<file path="src/rtl/kb_pkg.sv">
// Shared constants for the keyboard FIFO: default depth and the bit layout
// of the CPU-visible status and command registers.
package kb_pkg;

    // Default log2 of the FIFO depth (16 entries).
    localparam int KB_DEPTH_LOG2 = 4;

    // Status register bit positions: {irq_en, ovf, full, count[4:0]}.
    localparam int ST_IRQEN   = 7;
    localparam int ST_OVF     = 6;
    localparam int ST_FULL    = 5;
    localparam int ST_CNT_LSB = 0;
    localparam int ST_CNT_W   = 5;

    // Command register bit positions.
    localparam int CMD_FLUSH  = 0;
    localparam int CMD_CLROVF = 1;
    localparam int CMD_IRQEN  = 7;

    // Fold an occupancy count into the 5-bit status field, saturating at 31
    // so very deep FIFOs never report a wrapped-around small count.
    function automatic logic [ST_CNT_W-1:0] sat_cnt5(input logic [31:0] cnt);
        return (cnt > 32'd31) ? 5'd31 : cnt[ST_CNT_W-1:0];
    endfunction

endpackage

</file>
<file path="src/rtl/kb_fifo_mem.sv">
// Key-byte storage for kb_fifo: synchronous write, asynchronous read.
module kb_fifo_mem #(
    parameter int ADDR_W = 4,
    parameter int DATA_W = 8
) (
    input  logic              clock,
    input  logic              we,
    input  logic [ADDR_W-1:0] waddr,
    input  logic [DATA_W-1:0] wdata,
    input  logic [ADDR_W-1:0] raddr,
    output logic [DATA_W-1:0] rdata
);

    logic [DATA_W-1:0] mem [2**ADDR_W];

    // Write the incoming key byte into the addressed slot.
    // NOTE: the array has no reset; its contents only matter once the
    // pointers and count (which are reset) say a slot holds a valid byte.
    always_ff @(posedge clock) begin
        if (we) begin
            mem[waddr] <= wdata;
        end
    end

    assign rdata = mem[raddr];

endmodule

</file>
<file path="src/rtl/kb_fifo.sv">
// Keyboard key-code FIFO between the PS/2 decoder and the CPU I/O space.
// Captures one byte per rising edge of kb_done, exposes the head byte,
// a status register and a command register, and raises a level irq while
// keys are pending and interrupts are enabled.
module kb_fifo
    import kb_pkg::*;
#(
    parameter int DEPTH_LOG2 = KB_DEPTH_LOG2
) (
    input  logic       clock,
    input  logic       reset,
    input  logic       kb_done,
    input  logic [7:0] kb_data,
    input  logic       io_rd,
    input  logic       io_wr,
    input  logic [7:0] io_wdata,
    output logic [7:0] head,
    output logic [7:0] status,
    output logic       irq
);

    localparam int DEPTH = 1 << DEPTH_LOG2;
    localparam int CW    = DEPTH_LOG2 + 1;

    logic                  done_q;
    logic [DEPTH_LOG2-1:0] wr_ptr_q, wr_ptr_d;
    logic [DEPTH_LOG2-1:0] rd_ptr_q, rd_ptr_d;
    logic [CW-1:0]         count_q, count_d;
    logic                  ovf_q, ovf_d;
    logic                  irq_en_q, irq_en_d;

    logic       full, empty;
    logic       push, pop, flush, clr_ovf, overflow;
    logic       wr_en, rd_en;
    logic [7:0] mem_rdata;

    // Bits 6:2 of the command byte carry no meaning.
    logic unused_cmd_bits;
    assign unused_cmd_bits = ^io_wdata[6:2];

    assign full  = (count_q == CW'(DEPTH));
    assign empty = (count_q == '0);

    // A held kb_done produces a single push on its rising edge.
    assign push     = kb_done & ~done_q;
    assign pop      = io_rd & ~empty;
    assign flush    = io_wr & io_wdata[CMD_FLUSH];
    assign clr_ovf  = io_wr & io_wdata[CMD_CLROVF];
    assign overflow = push & full & ~pop;

    // A push into a full FIFO only lands when a pop frees a slot the same
    // cycle; a flush discards both the push and the pop.
    assign wr_en = push & (~full | pop) & ~flush;
    assign rd_en = pop & ~flush;

    kb_fifo_mem #(
        .ADDR_W (DEPTH_LOG2),
        .DATA_W (8)
    ) u_mem (
        .clock (clock),
        .we    (wr_en),
        .waddr (wr_ptr_q),
        .wdata (kb_data),
        .raddr (rd_ptr_q),
        .rdata (mem_rdata)
    );

    // Next-state for pointers, count and flags.
    // NOTE: every output of this block gets a default first, so no path
    // through the ifs leaves a signal unassigned and no latch is inferred.
    always_comb begin
        wr_ptr_d = wr_ptr_q;
        rd_ptr_d = rd_ptr_q;
        count_d  = count_q;
        ovf_d    = ovf_q;
        irq_en_d = irq_en_q;

        if (flush) begin
            wr_ptr_d = '0;
            rd_ptr_d = '0;
            count_d  = '0;
        end else begin
            if (wr_en) wr_ptr_d = wr_ptr_q + 1'b1;
            if (rd_en) rd_ptr_d = rd_ptr_q + 1'b1;
            case ({wr_en, rd_en})
                2'b10:   count_d = count_q + 1'b1;
                2'b01:   count_d = count_q - 1'b1;
                default: count_d = count_q;
            endcase
        end

        // Clearing overflow yields to a same-cycle overflow event.
        if (clr_ovf)  ovf_d = 1'b0;
        if (overflow) ovf_d = 1'b1;

        if (io_wr) irq_en_d = io_wdata[CMD_IRQEN];
    end

    // State registers, including the kb_done edge detector.
    // NOTE: sequential state uses non-blocking assignments so every register
    // samples the pre-edge values regardless of statement order.
    always_ff @(posedge clock or posedge reset) begin
        if (reset) begin
            done_q   <= 1'b0;
            wr_ptr_q <= '0;
            rd_ptr_q <= '0;
            count_q  <= '0;
            ovf_q    <= 1'b0;
            irq_en_q <= 1'b0;
        end else begin
            done_q   <= kb_done;
            wr_ptr_q <= wr_ptr_d;
            rd_ptr_q <= rd_ptr_d;
            count_q  <= count_d;
            ovf_q    <= ovf_d;
            irq_en_q <= irq_en_d;
        end
    end

    // CPU-visible head byte and status register.
    always_comb begin
        head   = empty ? 8'h00 : mem_rdata;
        status = 8'h00;
        status[ST_IRQEN] = irq_en_q;
        status[ST_OVF]   = ovf_q;
        status[ST_FULL]  = full;
        status[ST_CNT_LSB +: ST_CNT_W] = sat_cnt5(32'(count_q));
    end

    assign irq = irq_en_q & ~empty;

endmodule

</file>
<file path="config.mk">
export PLATFORM = sky130hd
export DESIGN_NAME = kb_fifo
export DESIGN_NICKNAME = d
export VERILOG_FILES = /design/src/rtl/kb_pkg.sv /design/src/rtl/kb_fifo_mem.sv /design/src/rtl/kb_fifo.sv
export SDC_FILE = /design/constraint.sdc
export NUM_CORES = 1
export LEC_CHECK = 0
export CORE_MARGIN = 2
export CORE_UTILIZATION = 55
export DETAILED_ROUTE_END_ITERATION = 8
export PLACE_DENSITY_LB_ADDON = 0.25
export SETUP_SLACK_MARGIN = 0.4
export SYNTH_ARGS = -nofsm -noshare
export SYNTH_HDL_FRONTEND = slang
export SYNTH_SLANG_ARGS = --single-unit
</file>
<file path="constraint.sdc">
create_clock -name clock -period 3.58 [get_ports clock]
set_input_delay 0.895 -clock clock [delete_from_list [all_inputs] [get_ports clock]]
set_output_delay 0.895 -clock clock [all_outputs]
set_load 0.01 [all_outputs]
</file>
==> results.cfg <==
[run_status]
status = finished clean

[worst_setup_path]
cp.required_ns = 2.68
critPathTopFamily = multiplexers
max_stage_delay_ns = 0.56
cp_num_buf_inv = 4
ff2ff_setup_slack_ns = 0.69
rr_endpoint = count_q[4]
crit_top_cell = mux4_2
slowest_stage = mux4_2
critPathLaunchType = flop
path_cells = buf_6, buf_12, buf_16, mux4_2, mux4_2, and2_1, buf_2
reg2reg_from = count_q[0]
setup.worst_path.class = reg -> out
critPathArrivalTime_ns = 2.59
ff2ff_path_depth = 9
crit_fanout = 5
cp-end-kind = output pin

[timing]
worstMarginPinSlew_ns = 0.658
timing.fmax_ghz = 0.287
fin_skew_ns = 0.00788
hold_viol = 0
maxSlewViolCount = 0
slew-limit-headroom_pct = 56.1
setup_tns_ns = 0
fin_crit_sh_pct = 97.3
hold_ws_ns = 0.509
period_minus_slack_ns = 3.48
grt_setup_unrepaired = true
setup_viol = 0

[pwr]
clkPwrFrac_pct = 29.9
power.density_nw_per_um2 = 757
p_switching_mw = 1.59
leakage_nw = 2.61
switching_share_pct = 28.1
finalPower_mw = 5.67
p_seq_share_pct = 35.5
worst_ir_drop_vdd_mv = 0.452
p_comb_share_pct = 34.5
p_int_mw = 4.07

[die]
fp.coreArea_um2 = 10700
rows = 38
io-pin-count = 38
die_h_um = 108
die_w_um = 108
die-area_um2 = 11800
start_util_pct = 55.8

[synth]
avgSynthCellArea_um2 = 18.7
synth_warnings = 0
synth_edf_count = 128
synth_cell_types = 38
yosys-top-cells-area = edfxtp_1 (64%), mux4_2 (15%), dfrtp_1 (6.7%)
ys.flop_type = edfxtp_1
ys_ff_latch = 144
synthesis.area_um2 = 6000
netlist_instances = 320
synth_top_area_share_pct = 64.1
yosysTopAreaCell = edfxtp_1
syn_nets = 348
async_reset_ff_share_pct = 11.1
ys_seq_area_share_pct = 70.8

[route]
post_drt_wl_per_cell_um = 22.1
drcViolationCount = 0
ant_nets = 0
drt-total-wl_mm = 12.3
drtPass1Iterations = 5
vias_per_cell = 5.90
dr_total_vias = 3273
dr.first_iter.drc_count = 205

[global_route]
grt_max_degree = 29
grt.total_usage_pct = 23.2
antenna_found_initial = 0
grt_pass1_vias = 3389
overflow = 0
grt_pass1_wl_mm = 19.1

[layout]
final_area_um2 = 7490
final_core_util_pct = 69.7
syn2layout_area_growth_pct = 24.9
seqCellArea_um2 = 4250
multi_input_area_um2 = 1650
filler_cell_count = 657
layout-drive-gt1-share_pct = 35.4
n_antenna_cell = 0
nets = 430

[placement]
dp_hpwl_mm = 7.27
gp_congestion = 0.777
place_area_um2 = 6600
portBuffers = 32

[hold_path]
hp-start = ovf_q
min_path_type = reg -> reg
holdPathStages = 1
min_to = ovf_q

[cts]
cts_made_buffers = 17
clkSlewWorstSetupHoldPaths_ns = 0.06
htreeDepth = 4
cts_root_buffer = clkbuf_8
tritoncts = yes
cts-hold-fix-buffers = 0
insertion_delay_ns = 0.52
cts_buffer_depth = 2
clock-sinks = 144

[job]
cap_violations = 0
area by class of cell:
class                           instances  share of cell area (%)
Inverter                                5                   0.251
Clock buffer                           18                    5.58
Tap cell                              140                    2.34
Sequential cell                       144                    56.7
Multi-Input combinational cell        152                    22.1
Clock inverter                         14                    2.07
Timing Repair Buffer                   82                    11.0
layer usage:
metal / global-route usage (%) / part of all wire (%) / vias up
met4: 8.52 / 1.5 / 0
met1: 30.2 / 40 / 1689
met5: 0 / 0 / -
li1: - / - / 1439
met3: 8.08 / 8.4 / 12
met2: 36.7 / 50 / 133
Yosys cell counts (all sizes together), types with 3 or more instances:
library cell	number
a21oi	4
and2	11
buf	11
clkbuf	8
dfrtp	16
edfxtp	128
ha	7
inv	5
mux2i	4
mux4	40
nand2	16
nand3	6
nor2	27
o21ai	5
or3	3
or4	3
xnor2	3
xor2	4
state kept, by name, indices dropped and copies added (netlist names):
register,cells
count_q,5
done_q,1
irq_en_q,1
ovf_q,1
rd_ptr_q,4
u_mem.mem,128
wr_ptr_q,4
layout by cell type, fill, tap and decap left out, types with 2 or more instances in the layout:
cell type / n
bufinv_16: 2
nand4_1: 2
buf_4: 38
buf_12: 5
mux2i_1: 4
clkinvlp_4: 2
or4_1: 2
clkdlybuf4s50_1: 24
nand3_1: 6
and2_1: 4
xor2_1: 4
clkbuf_16: 16
and2_4: 7
dfrtp_1: 14
dfrtp_2: 2
inv_8: 3
a21oi_1: 4
clkinv_2: 4
mux4_2: 40
nor3_1: 2
inv_6: 3
nor2_1: 27
o21ai_0: 5
xnor2_1: 3
or3_1: 2
edfxtp_1: 128
nand2_1: 16
buf_6: 12
ha_1: 7
inv_1: 5
buf_16: 2
repair_timing:
item	CTS	global route
gates resized for setup	53	6
endpoints found under the setup margin	9	8
buffers inserted	21	2
pin swaps	1	2
cloned	2	0
logic make-up (layout without fill, tap and decap cells):
group                    after synthesis  in the layout  share of synthesized area (%)
adder cells (fa/ha/maj)                7              7                           1.46
XOR/XNOR                               7              7                           1.02
AND/OR/NAND/NOR                       77             77                           6.49
flip-flops                           144            144                           70.8
multiplexers                          45             45                           15.9
buffers and inverters                 24            119                           2.05
AO/OA/AOI/OAI                         16             16                           2.32
per-stage QoR:
stage	instances	setup WS [ns]
floorplan	320	0.707
global placement	498	0.275
detailed placement	498	0.248
CTS	553	0.0872
global route	555	0.0150
finish	555	0.0980
worst register-to-register path: stages, from the launching register on:
cell and delay, ns:
dfrtp_1 0.47, or4_4 0.58, o2111ai_4 0.28, xnor2_1 0.10, ha_1 0.22, or3_2 0.41, a21oi_1 0.17, mux2i_1 0.14
mux2i_1 0.15, nor4_1 0.28
power groups by stage:
stage	sequential [mW]	clock, mW	combinational, mW
after floorplan	1.99	0	1.04
after global placement	2.04	0	1.49
after detailed placement	2.04	0	1.52
after CTS	2.01	1.72	1.88
after global routing	2.03	1.79	2.09
final	2.01	1.70	1.96
worst max path at each step:
stage / from / end / cells past startpoint
floorplan: rd_ptr_q[0] / head[0] / 5
global placement: rd_ptr_q[0] / head[7] / 5
detailed placement: kb_done / count_q[4] / 10
CTS: rd_ptr_q[0] / head[5] / 7
global route: rd_ptr_q[0] / head[6] / 7
finish: rd_ptr_q[0] / head[2] / 7
Power figures use the tool's default switching activity.
